### src/rtl/alu_sequencer_pkg.sv
// Shared CPU definitions: ALU opcodes, bus sources, 8085 register indices,
// sequencer state and decoder result types. The ALU imports the same opcodes.
package cpu_defs;

  localparam logic [4:0] ALU_ADD = 5'd0;
  localparam logic [4:0] ALU_ADC = 5'd1;
  localparam logic [4:0] ALU_SUB = 5'd2;
  localparam logic [4:0] ALU_SBB = 5'd3;
  localparam logic [4:0] ALU_ANA = 5'd4;
  localparam logic [4:0] ALU_XRA = 5'd5;
  localparam logic [4:0] ALU_ORA = 5'd6;
  localparam logic [4:0] ALU_CMP = 5'd7;
  localparam logic [4:0] ALU_RLC = 5'd8;
  localparam logic [4:0] ALU_RRC = 5'd9;
  localparam logic [4:0] ALU_RAL = 5'd10;
  localparam logic [4:0] ALU_RAR = 5'd11;
  localparam logic [4:0] ALU_DAA = 5'd12;
  localparam logic [4:0] ALU_CMA = 5'd13;
  localparam logic [4:0] ALU_STC = 5'd14;
  localparam logic [4:0] ALU_CMC = 5'd15;
  localparam logic [4:0] ALU_INR = 5'd16;
  localparam logic [4:0] ALU_DCR = 5'd17;

  localparam logic [1:0] BUS_MEM  = 2'd0;
  localparam logic [1:0] BUS_REG  = 2'd1;
  localparam logic [1:0] BUS_ALU  = 2'd2;
  localparam logic [1:0] BUS_RSVD = 2'd3;

  localparam logic [2:0] REG_B = 3'd0;
  localparam logic [2:0] REG_C = 3'd1;
  localparam logic [2:0] REG_D = 3'd2;
  localparam logic [2:0] REG_E = 3'd3;
  localparam logic [2:0] REG_H = 3'd4;
  localparam logic [2:0] REG_L = 3'd5;
  localparam logic [2:0] REG_M = 3'd6;
  localparam logic [2:0] REG_A = 3'd7;

  localparam logic [7:0] OP_NOP   = 8'h00;
  localparam logic [7:0] OP_HLT   = 8'h76;
  localparam logic [7:0] OP_MVI_A = 8'h3E;
  localparam logic [7:0] OP_INR_A = 8'h3C;
  localparam logic [7:0] OP_DCR_A = 8'h3D;

  typedef enum logic [2:0] {
    S_FETCH, S_DECODE, S_OPERAND, S_REGRD, S_EXEC, S_HALT
  } seq_state_t;

  typedef enum logic [2:0] {
    CL_NOP, CL_REG, CL_IMM, CL_MVI, CL_ACC, CL_HLT, CL_ILL
  } op_class_t;

  typedef struct packed {
    op_class_t  cls;
    logic [4:0] alu_op;
    logic       uses_reg;
    logic [2:0] reg_idx;
    logic       illegal;
  } dec_t;

endpackage

### src/rtl/alu_sequencer_if.sv
// Sequencer-facing bundle: program memory read port plus register-file and ALU control.
interface alu_sequencer_if;
  logic [7:0] mem_data;
  logic       mem_ready;
  logic       mem_rd;
  logic       pc_inc;
  logic [2:0] reg_sel;
  logic       reg_oe;
  logic [1:0] bus_src;
  logic [4:0] alu_opcode;
  logic       alu_ctrl;
  logic       alu_acc_we;
  logic       alu_tmp_we;
  logic       illegal;
  logic       halted;

  modport master (
    input  mem_data, mem_ready,
    output mem_rd, pc_inc, reg_sel, reg_oe, bus_src, alu_opcode,
           alu_ctrl, alu_acc_we, alu_tmp_we, illegal, halted
  );

  modport slave (
    output mem_data, mem_ready,
    input  mem_rd, pc_inc, reg_sel, reg_oe, bus_src, alu_opcode,
           alu_ctrl, alu_acc_we, alu_tmp_we, illegal, halted
  );
endinterface

### src/rtl/alu_sequencer_op_decoder.sv
// Combinational 8085 accumulator/arithmetic-group decoder: IR -> class, ALU op, register use.
module op_decoder
  import cpu_defs::*;
(
  input  logic [7:0] ir,
  output dec_t       dec
);

  always_comb begin
    dec          = '0;
    dec.cls      = CL_ILL;
    dec.alu_op   = ALU_ADD;
    dec.reg_idx  = ir[2:0];
    dec.illegal  = 1'b1;
    if (ir[7:6] == 2'b10) begin
      // Memory operand (M) needs an HL cycle this block does not sequence.
      if (ir[2:0] != REG_M) begin
        dec.cls      = CL_REG;
        dec.alu_op   = {2'b00, ir[5:3]};
        dec.uses_reg = (ir[2:0] != REG_A);
        dec.illegal  = 1'b0;
      end
    end else if (ir[7:6] == 2'b11 && ir[2:0] == 3'b110) begin
      dec.cls     = CL_IMM;
      dec.alu_op  = {2'b00, ir[5:3]};
      dec.illegal = 1'b0;
    end else if (ir[7:6] == 2'b00 && ir[2:0] == 3'b111) begin
      dec.cls     = CL_ACC;
      dec.alu_op  = {2'b01, ir[5:3]};
      dec.illegal = 1'b0;
    end else begin
      case (ir)
        OP_MVI_A: begin dec.cls = CL_MVI; dec.illegal = 1'b0; end
        OP_INR_A: begin dec.cls = CL_ACC; dec.alu_op = ALU_INR; dec.illegal = 1'b0; end
        OP_DCR_A: begin dec.cls = CL_ACC; dec.alu_op = ALU_DCR; dec.illegal = 1'b0; end
        OP_NOP:   begin dec.cls = CL_NOP; dec.illegal = 1'b0; end
        OP_HLT:   begin dec.cls = CL_HLT; dec.illegal = 1'b0; end
        default:  ;
      endcase
    end
  end

endmodule

### src/rtl/alu_sequencer.sv
// Fetch/decode/execute sequencer driving the accumulator ALU, register file and
// program memory read port. Outputs are decoded from state and IR.
module alu_sequencer
  import cpu_defs::*;
#(
  parameter bit HALT_ON_ILLEGAL = 1'b0
) (
  input  logic            clk,
  input  logic            rst,
  alu_sequencer_if.master bus
);

  seq_state_t state, state_nxt;
  logic [7:0] ir;
  logic [4:0] alu_op_q;
  dec_t       dec;

  logic       mem_rd, pc_inc, reg_oe, alu_ctrl, acc_we, tmp_we, illegal, halted;
  logic [2:0] reg_sel;
  logic [1:0] bus_src;

  op_decoder u_dec (.ir(ir), .dec(dec));

  always_ff @(posedge clk or posedge rst) begin
    if (rst) begin
      state    <= S_FETCH;
      ir       <= '0;
      alu_op_q <= ALU_ADD;
    end else begin
      state <= state_nxt;
      if (state == S_FETCH && bus.mem_ready)
        ir <= bus.mem_data;
      // Opcode is latched once and held through OPERAND/REGRD/EXEC and beyond.
      if (state == S_DECODE && (dec.cls == CL_REG || dec.cls == CL_IMM || dec.cls == CL_ACC))
        alu_op_q <= dec.alu_op;
    end
  end

  always_comb begin
    state_nxt = state;
    mem_rd    = 1'b0;
    pc_inc    = 1'b0;
    reg_sel   = '0;
    reg_oe    = 1'b0;
    bus_src   = BUS_MEM;
    alu_ctrl  = 1'b0;
    acc_we    = 1'b0;
    tmp_we    = 1'b0;
    illegal   = 1'b0;
    halted    = 1'b0;
    case (state)
      S_FETCH: begin
        mem_rd = 1'b1;
        if (bus.mem_ready) begin
          pc_inc    = 1'b1;
          state_nxt = S_DECODE;
        end
      end
      S_DECODE: begin
        case (dec.cls)
          CL_REG:         state_nxt = S_REGRD;
          CL_IMM, CL_MVI: state_nxt = S_OPERAND;
          CL_ACC:         state_nxt = S_EXEC;
          CL_HLT:         state_nxt = S_HALT;
          CL_NOP:         state_nxt = S_FETCH;
          default: begin
            illegal   = dec.illegal;
            state_nxt = HALT_ON_ILLEGAL ? S_HALT : S_FETCH;
          end
        endcase
      end
      S_OPERAND: begin
        mem_rd  = 1'b1;
        bus_src = BUS_MEM;
        if (bus.mem_ready) begin
          pc_inc = 1'b1;
          if (dec.cls == CL_MVI) begin
            acc_we    = 1'b1;
            state_nxt = S_FETCH;
          end else begin
            tmp_we    = 1'b1;
            state_nxt = S_EXEC;
          end
        end
      end
      S_REGRD: begin
        // Source A comes from the ALU output (tmp <= acc), not the register file.
        reg_sel   = dec.reg_idx;
        reg_oe    = dec.uses_reg;
        bus_src   = dec.uses_reg ? BUS_REG : BUS_ALU;
        tmp_we    = 1'b1;
        state_nxt = S_EXEC;
      end
      S_EXEC: begin
        alu_ctrl  = 1'b1;
        state_nxt = S_FETCH;
      end
      S_HALT:  halted = 1'b1;
      default: state_nxt = S_FETCH;
    endcase
  end

  // Reset masks every output so an in-flight read is dropped without a clock edge.
  assign bus.mem_rd     = mem_rd   & ~rst;
  assign bus.pc_inc     = pc_inc   & ~rst;
  assign bus.reg_sel    = rst ? '0 : reg_sel;
  assign bus.reg_oe     = reg_oe   & ~rst;
  assign bus.bus_src    = rst ? BUS_MEM : bus_src;
  assign bus.alu_opcode = rst ? ALU_ADD : alu_op_q;
  assign bus.alu_ctrl   = alu_ctrl & ~rst;
  assign bus.alu_acc_we = acc_we   & ~rst;
  assign bus.alu_tmp_we = tmp_we   & ~rst;
  assign bus.illegal    = illegal  & ~rst;
  assign bus.halted     = halted   & ~rst;

endmodule

### src/flat_wrapper.sv
// flat-port wrapper written by rule: the top's interface ports become plain ports
module alu_sequencer_flat import cpu_defs::*;
#(
  parameter bit HALT_ON_ILLEGAL = 1'b0
)
  (clk, rst, bus_mem_data, bus_mem_ready, bus_mem_rd, bus_pc_inc, bus_reg_sel, bus_reg_oe, bus_bus_src, bus_alu_opcode, bus_alu_ctrl, bus_alu_acc_we, bus_alu_tmp_we, bus_illegal, bus_halted);
  alu_sequencer_if bus_i ();
  input  logic clk;
  input  logic rst;
  input wire logic [$bits(bus_i.mem_data)-1:0] bus_mem_data;
  input wire logic [$bits(bus_i.mem_ready)-1:0] bus_mem_ready;
  output wire logic [$bits(bus_i.mem_rd)-1:0] bus_mem_rd;
  output wire logic [$bits(bus_i.pc_inc)-1:0] bus_pc_inc;
  output wire logic [$bits(bus_i.reg_sel)-1:0] bus_reg_sel;
  output wire logic [$bits(bus_i.reg_oe)-1:0] bus_reg_oe;
  output wire logic [$bits(bus_i.bus_src)-1:0] bus_bus_src;
  output wire logic [$bits(bus_i.alu_opcode)-1:0] bus_alu_opcode;
  output wire logic [$bits(bus_i.alu_ctrl)-1:0] bus_alu_ctrl;
  output wire logic [$bits(bus_i.alu_acc_we)-1:0] bus_alu_acc_we;
  output wire logic [$bits(bus_i.alu_tmp_we)-1:0] bus_alu_tmp_we;
  output wire logic [$bits(bus_i.illegal)-1:0] bus_illegal;
  output wire logic [$bits(bus_i.halted)-1:0] bus_halted;
  assign bus_i.mem_data = bus_mem_data;
  assign bus_i.mem_ready = bus_mem_ready;
  assign bus_mem_rd = bus_i.mem_rd;
  assign bus_pc_inc = bus_i.pc_inc;
  assign bus_reg_sel = bus_i.reg_sel;
  assign bus_reg_oe = bus_i.reg_oe;
  assign bus_bus_src = bus_i.bus_src;
  assign bus_alu_opcode = bus_i.alu_opcode;
  assign bus_alu_ctrl = bus_i.alu_ctrl;
  assign bus_alu_acc_we = bus_i.alu_acc_we;
  assign bus_alu_tmp_we = bus_i.alu_tmp_we;
  assign bus_illegal = bus_i.illegal;
  assign bus_halted = bus_i.halted;
  alu_sequencer #(.HALT_ON_ILLEGAL(HALT_ON_ILLEGAL)) u_core (.clk(clk), .rst(rst), .bus(bus_i));
endmodule
### config.mk
export PLATFORM = sky130hd
export DESIGN_NAME = alu_sequencer_flat
export DESIGN_NICKNAME = d
export VERILOG_FILES = /design/src/rtl/alu_sequencer_pkg.sv /design/src/rtl/alu_sequencer_if.sv /design/src/rtl/alu_sequencer_op_decoder.sv /design/src/rtl/alu_sequencer.sv /design/src/flat_wrapper.sv
export SDC_FILE = /design/constraint.sdc
export NUM_CORES = 1
export LEC_CHECK = 0
export BUFFER_PORTS_ARGS = -buffer_cell sky130_fd_sc_hd__buf_2
export CAP_MARGIN = 0
export CORE_MARGIN = 8
export CORE_UTILIZATION = 55
export DETAILED_ROUTE_END_ITERATION = 8
export HOLD_SLACK_MARGIN = 0.02
export PLACE_DENSITY = 0.83
export SLEW_MARGIN = 5
export SYNTH_ARGS = -nofsm -noshare
export SYNTH_HDL_FRONTEND = slang
export SYNTH_SLANG_ARGS = --single-unit
export TNS_END_PERCENT = 50
### constraint.sdc
create_clock -name clk -period 4.1 [get_ports clk]
set_clock_uncertainty 0.1 [all_clocks]
set_input_delay 1.025 -clock clk [delete_from_list [all_inputs] [get_ports clk]]
set_output_delay 1.025 -clock clk [all_outputs]
set_load 0.005 [all_outputs]
# Word level (Yosys, flattened, before mapping)
# Cells that the tools add are included.
# W data, S select, Z words.
[word_totals]
register_bits = 16
output_inout_bits = 18
elab_cells = 88
[classes]
n_eq_ne = 22
mux = 37
bitwise_logic = 10
n_reduce_logical = 16
[op_table]
columns = ["op", "n"]
rows = [
  ["$eq A8 B6 Y1 const B", 3],
  ["$mux W8", 3],
  ["$pmux W3 S4", 2],
  ["$mux W1", 19],
  ["$eq A3 B3 Y1 const B", 6],
  ["$mux W3", 5],
  ["$pmux W3 S5", 1],
  ["$eq A3 B2 Y1 const B", 4],
  ["$pmux W5 S2", 1],
  ["$mux W9", 1],
  ["$and A1 B1 Y1", 8],
  ["$eq A8 B7 Y1 const B", 1],
  ["$logic_not A8 Y1", 1],
  ["$eq A3 B1 Y1 const B", 2],
  ["$logic_not A3 Y1", 2],
  ["$mux W2", 3],
  ["$ne A3 B3 Y1 const B", 2],
  ["$reduce_or A2 Y1", 3],
  ["$reduce_or A6 Y1", 1],
  ["$mux W5", 1],
  ["$reduce_or A5 Y1", 1],
  ["$eq A2 B2 Y1 const B", 2],
  ["$logic_and A1 B1 Y1", 4],
  ["$ne A2 B2 Y1 const B", 2],
  ["5 further kinds", 7],
]

# Depth between registers and ports, before layout
[depth]
depth_word = 11
ltp_mapped = 5
depth_no_buf = 4

# By module
# Synthesis repeated with hierarchy kept, for this count alone.
[unflattened]
hier_cells = 121
area_unflattened_um2 = 1178.6
[modules_own_cells]
columns = ["module", "instances", "cells_per_inst", "area_per_inst_um2"]
rows = [
  ["alu_sequencer", 1, 80, 862.1],
  ["op_decoder", 1, 41, 316.6],
]

# Worst setup path before layout
# Ideal clock, no wire load.
[synth_path]
path_type = "input port to output port"
startpoint = "input rst"
endpoint = "output bus_bus_src[0]"
arrival_time_ps = 2154
setup_slack_ps = 821
stages = 5
cell_sequence = "inv_1 -> nand2_1 -> nor3_1 -> and3_1 -> buf_4"
[synth_between]
elab_chain_len = 1
[synth_rtl]
columns = ["element", "line_no", "source"]
rows = [
  ["start, declared", "flat_wrapper.sv:9", "input logic rst;"],
  ["$mux W2", "alu_sequencer.sv:108", "assign bus.bus_src = rst ? BUS_MEM : bus_src;"],
  ["end, declared", "flat_wrapper.sv:16", "output wire logic [$bits(bus_i.bus_src)-1:0] bus_bus_src;"],
]
# No other way between the ends.

# Final worst setup path
[layout_path]
startpoint = "input rst"
endpoint = "output bus_bus_src[1]"
# Same word-level chain as after synthesis.

==> flow_summary.ini <==
[global_routing]
grt_max_degree = 19
gr-total-overflow = 0
grt_pass1_vias = 965
gr-usage-all-layers = 0.1574
grt_pass1_wl_um = 4436
antenna_found_initial = 0

[pwr]
p_sw_w = 0.0003833
swShare = 0.4334
leakagePower_nw = 0.6231
internal_power_w = 0.0005011
power_frac_comb = 0.469
seq_power_share = 0.409
peakVddDrop_mv = 0.4502
p_clk_frac = 0.122
powerDensity_mw_per_mm2 = 683.6

[logic_synthesis]
synth_area_leaders = dfrtp_1, mux2_2, nor2b_1
ys_warn_count = 0
ys_ff_latch = 16
synthesis.nets = 122
yosysUniqueCellTypes = 43
synth_common_cells = dfrtp_1, mux2_2, nor2b_1, nor3_1, nand2_1
synth_edf_count = 0
synth_top_cell_by_area = dfrtp_1
yosysMostFrequentCell = dfrtp_1
async_reset_ff_frac = 1.000
syn_area_mm2 = 0.001110
synth_top_cell_area_share = 0.3608
syn_inst = 111
ys_seq_area_frac = 0.3608
ys.flop_type = dfrtp_1
syn_area_per_cell_um2 = 9.998

[cts]
htreeDepth = 1
cts_tree = yes
cts_resized = 0
post_cts_buffers = 0
clock_latency_ns = 0.30
cts_root_buf = clkbuf_4
cts_max_path_buffers = 2
cts_buffers = 3
numClockSinks = 16
ctsHoldBuffers = 0
clkTransAtPathRegs_ns = 0.09

[placement]
place_area_mm2 = 0.001257
gp_congestion = 0.9010
numPortBuffers = 28
dp_hpwl_um = 2021
dp.cells = 161

[floorplanning]
start_util = 0.5715
ios = 29
die_height_um = 60.92
core_area_mm2 = 0.001942
core.rowCount = 16
dieArea_mm2 = 0.003711
die_w_um = 60.92

[critical_path]
crit_arrival_ns = 2.06
rr_worst_depth = 4
crit_path_end_kind = output pin
critPathRequiredTime_ns = 2.97
critical_path_class = in -> out
reg2reg_from = u_core.ir[6]
path_max_fanout = 9
startpoint = rst
start_kind = input port

[timing]
hold_viol = 0
worst_pin_slew_ns = 0.5529
post-route-period-util = 0.7774
setup_viol = 0
rsz0062_at_grt = false
fin_tns_setup_ns = 0
max_freq_mhz = 313.7
drv_slew = 0
maxSlewHeadroom = 0.6286
fin_crit_ns = 3.188

[layout]
fin_util = 0.6662
nets = 150
final_cell_count_no_fill = 165
drive_gt1_frac = 0.3913
fin_area_mm2 = 0.001294
n_antenna_cell = 0
area_delta_synth_final_pct = 16.57

[routing]
vias = 1000
post_drt_wl_per_cell_um = 16.42
avgViaCountPerCell = 6.061
ant_nets = 0
first_pass_iters = 4
drcViolationCount = 0
finalWirelength_um = 2709
drt_iter0_markers = 35

[flow_run]
drv_cap = 0

[worst_hold_path]
hp-class = reg -> reg
min_path_cells = 1
hold_start = u_core.alu_op_q[4]

[outcome]
status = completed
-- flip-flops by register name, summed over array words and instances (netlist names) --
register         cells
u_core.state         3
u_core.alu_op_q      5
u_core.ir            8
-- worst max-delay path, stage by stage --
cell	delay [ns]
buf_2	0.15
inv_1	0.08
nand2_1	0.09
nor3_1	0.34
a21boi_0	0.23
buf_2	0.14
-- area by class of cell --
type | instances | area, µm²
Sequential cell | 16 | 400.4
Tap cell | 27 | 33.78
Multi-Input combinational cell | 85 | 656.9
Fill cell | 167 | 648.1
Inverter | 3 | 11.26
Clock buffer | 4 | 36.28
Timing Repair Buffer | 30 | 155.1
-- through the flow --
step	power, W	setup WS [ns]	hold slack [ns]
after global routing	0.0009478	0.7420	0.4207
after CTS	0.0008806	0.9342	0.4028
after global placement	0.0007480	1.008	0.3736
after floorplan	0.0006730	0.8206	0.3582
final	0.0008844	0.9125	0.3978
after detailed placement	0.0007719	0.9396	0.3815
-- routing by layer --
layer / vias up / GRT usage / wire length (µm) / part of all wire
met5: - / 0 / 0 / 0
met2: 40 / 0.2775 / 1351 / 0.50
met1: 472 / 0.1759 / 1058 / 0.39
li1: 474 / - / - / -
met3: 14 / 0.03178 / 210 / 0.078
met4: 0 / 0.07309 / 88 / 0.032
-- worst paths after layout --
| path | slack, ns | end |
|---|---|---|
| max in group asynchronous | 2.97 | u_core.alu_op_q[4] |
| min in group asynchronous | 0.73 | u_core.state[1] |
| setup reg to reg | 2.27 | u_core.alu_op_q[1] |
| hold reg to reg | 0.40 | u_core.alu_op_q[4] |
| hold / removal | 0.40 | u_core.alu_op_q[4] |
| setup / recovery | 0.91 | bus_bus_src[1] |
-- kinds of logic after synthesis --
kind of cell | share of synthesized area
and+or+nand+nor | 0.3461
AOI/OAI and AO/OA | 0.1545
DFF | 0.3608
buffers and inverters | 0.04734
muxes | 0.09132
-- layout by cell type, fill, tap and decap left out, types with 2 or more instances in the layout --
| cell type | count |
|---|---|
| nor2b_1 | 7 |
| a32o_1 | 4 |
| nor3_1 | 7 |
| and3_1 | 4 |
| nand4_1 | 2 |
| buf_4 | 2 |
| nor2_1 | 5 |
| buf_2 | 28 |
| o31ai_1 | 2 |
| a21oi_1 | 4 |
| or3_4 | 2 |
| and2_1 | 4 |
| clkbuf_4 | 3 |
| nand3_1 | 4 |
| dfrtp_1 | 16 |
| inv_1 | 3 |
| mux2_2 | 9 |
| nand2_1 | 6 |
-- power groups by stage --
stage / Clock [W] / Sequential (W) / Combinational, W
after floorplan: 0 / 0.000285 / 0.000388
after global placement: 0 / 0.000354 / 0.000394
after detailed placement: 0 / 0.000360 / 0.000412
after CTS: 0.000107 / 0.000357 / 0.000417
after global routing: 0.000110 / 0.000377 / 0.000461
final: 0.000108 / 0.000362 / 0.000415
Power figures use the tool's default switching activity.
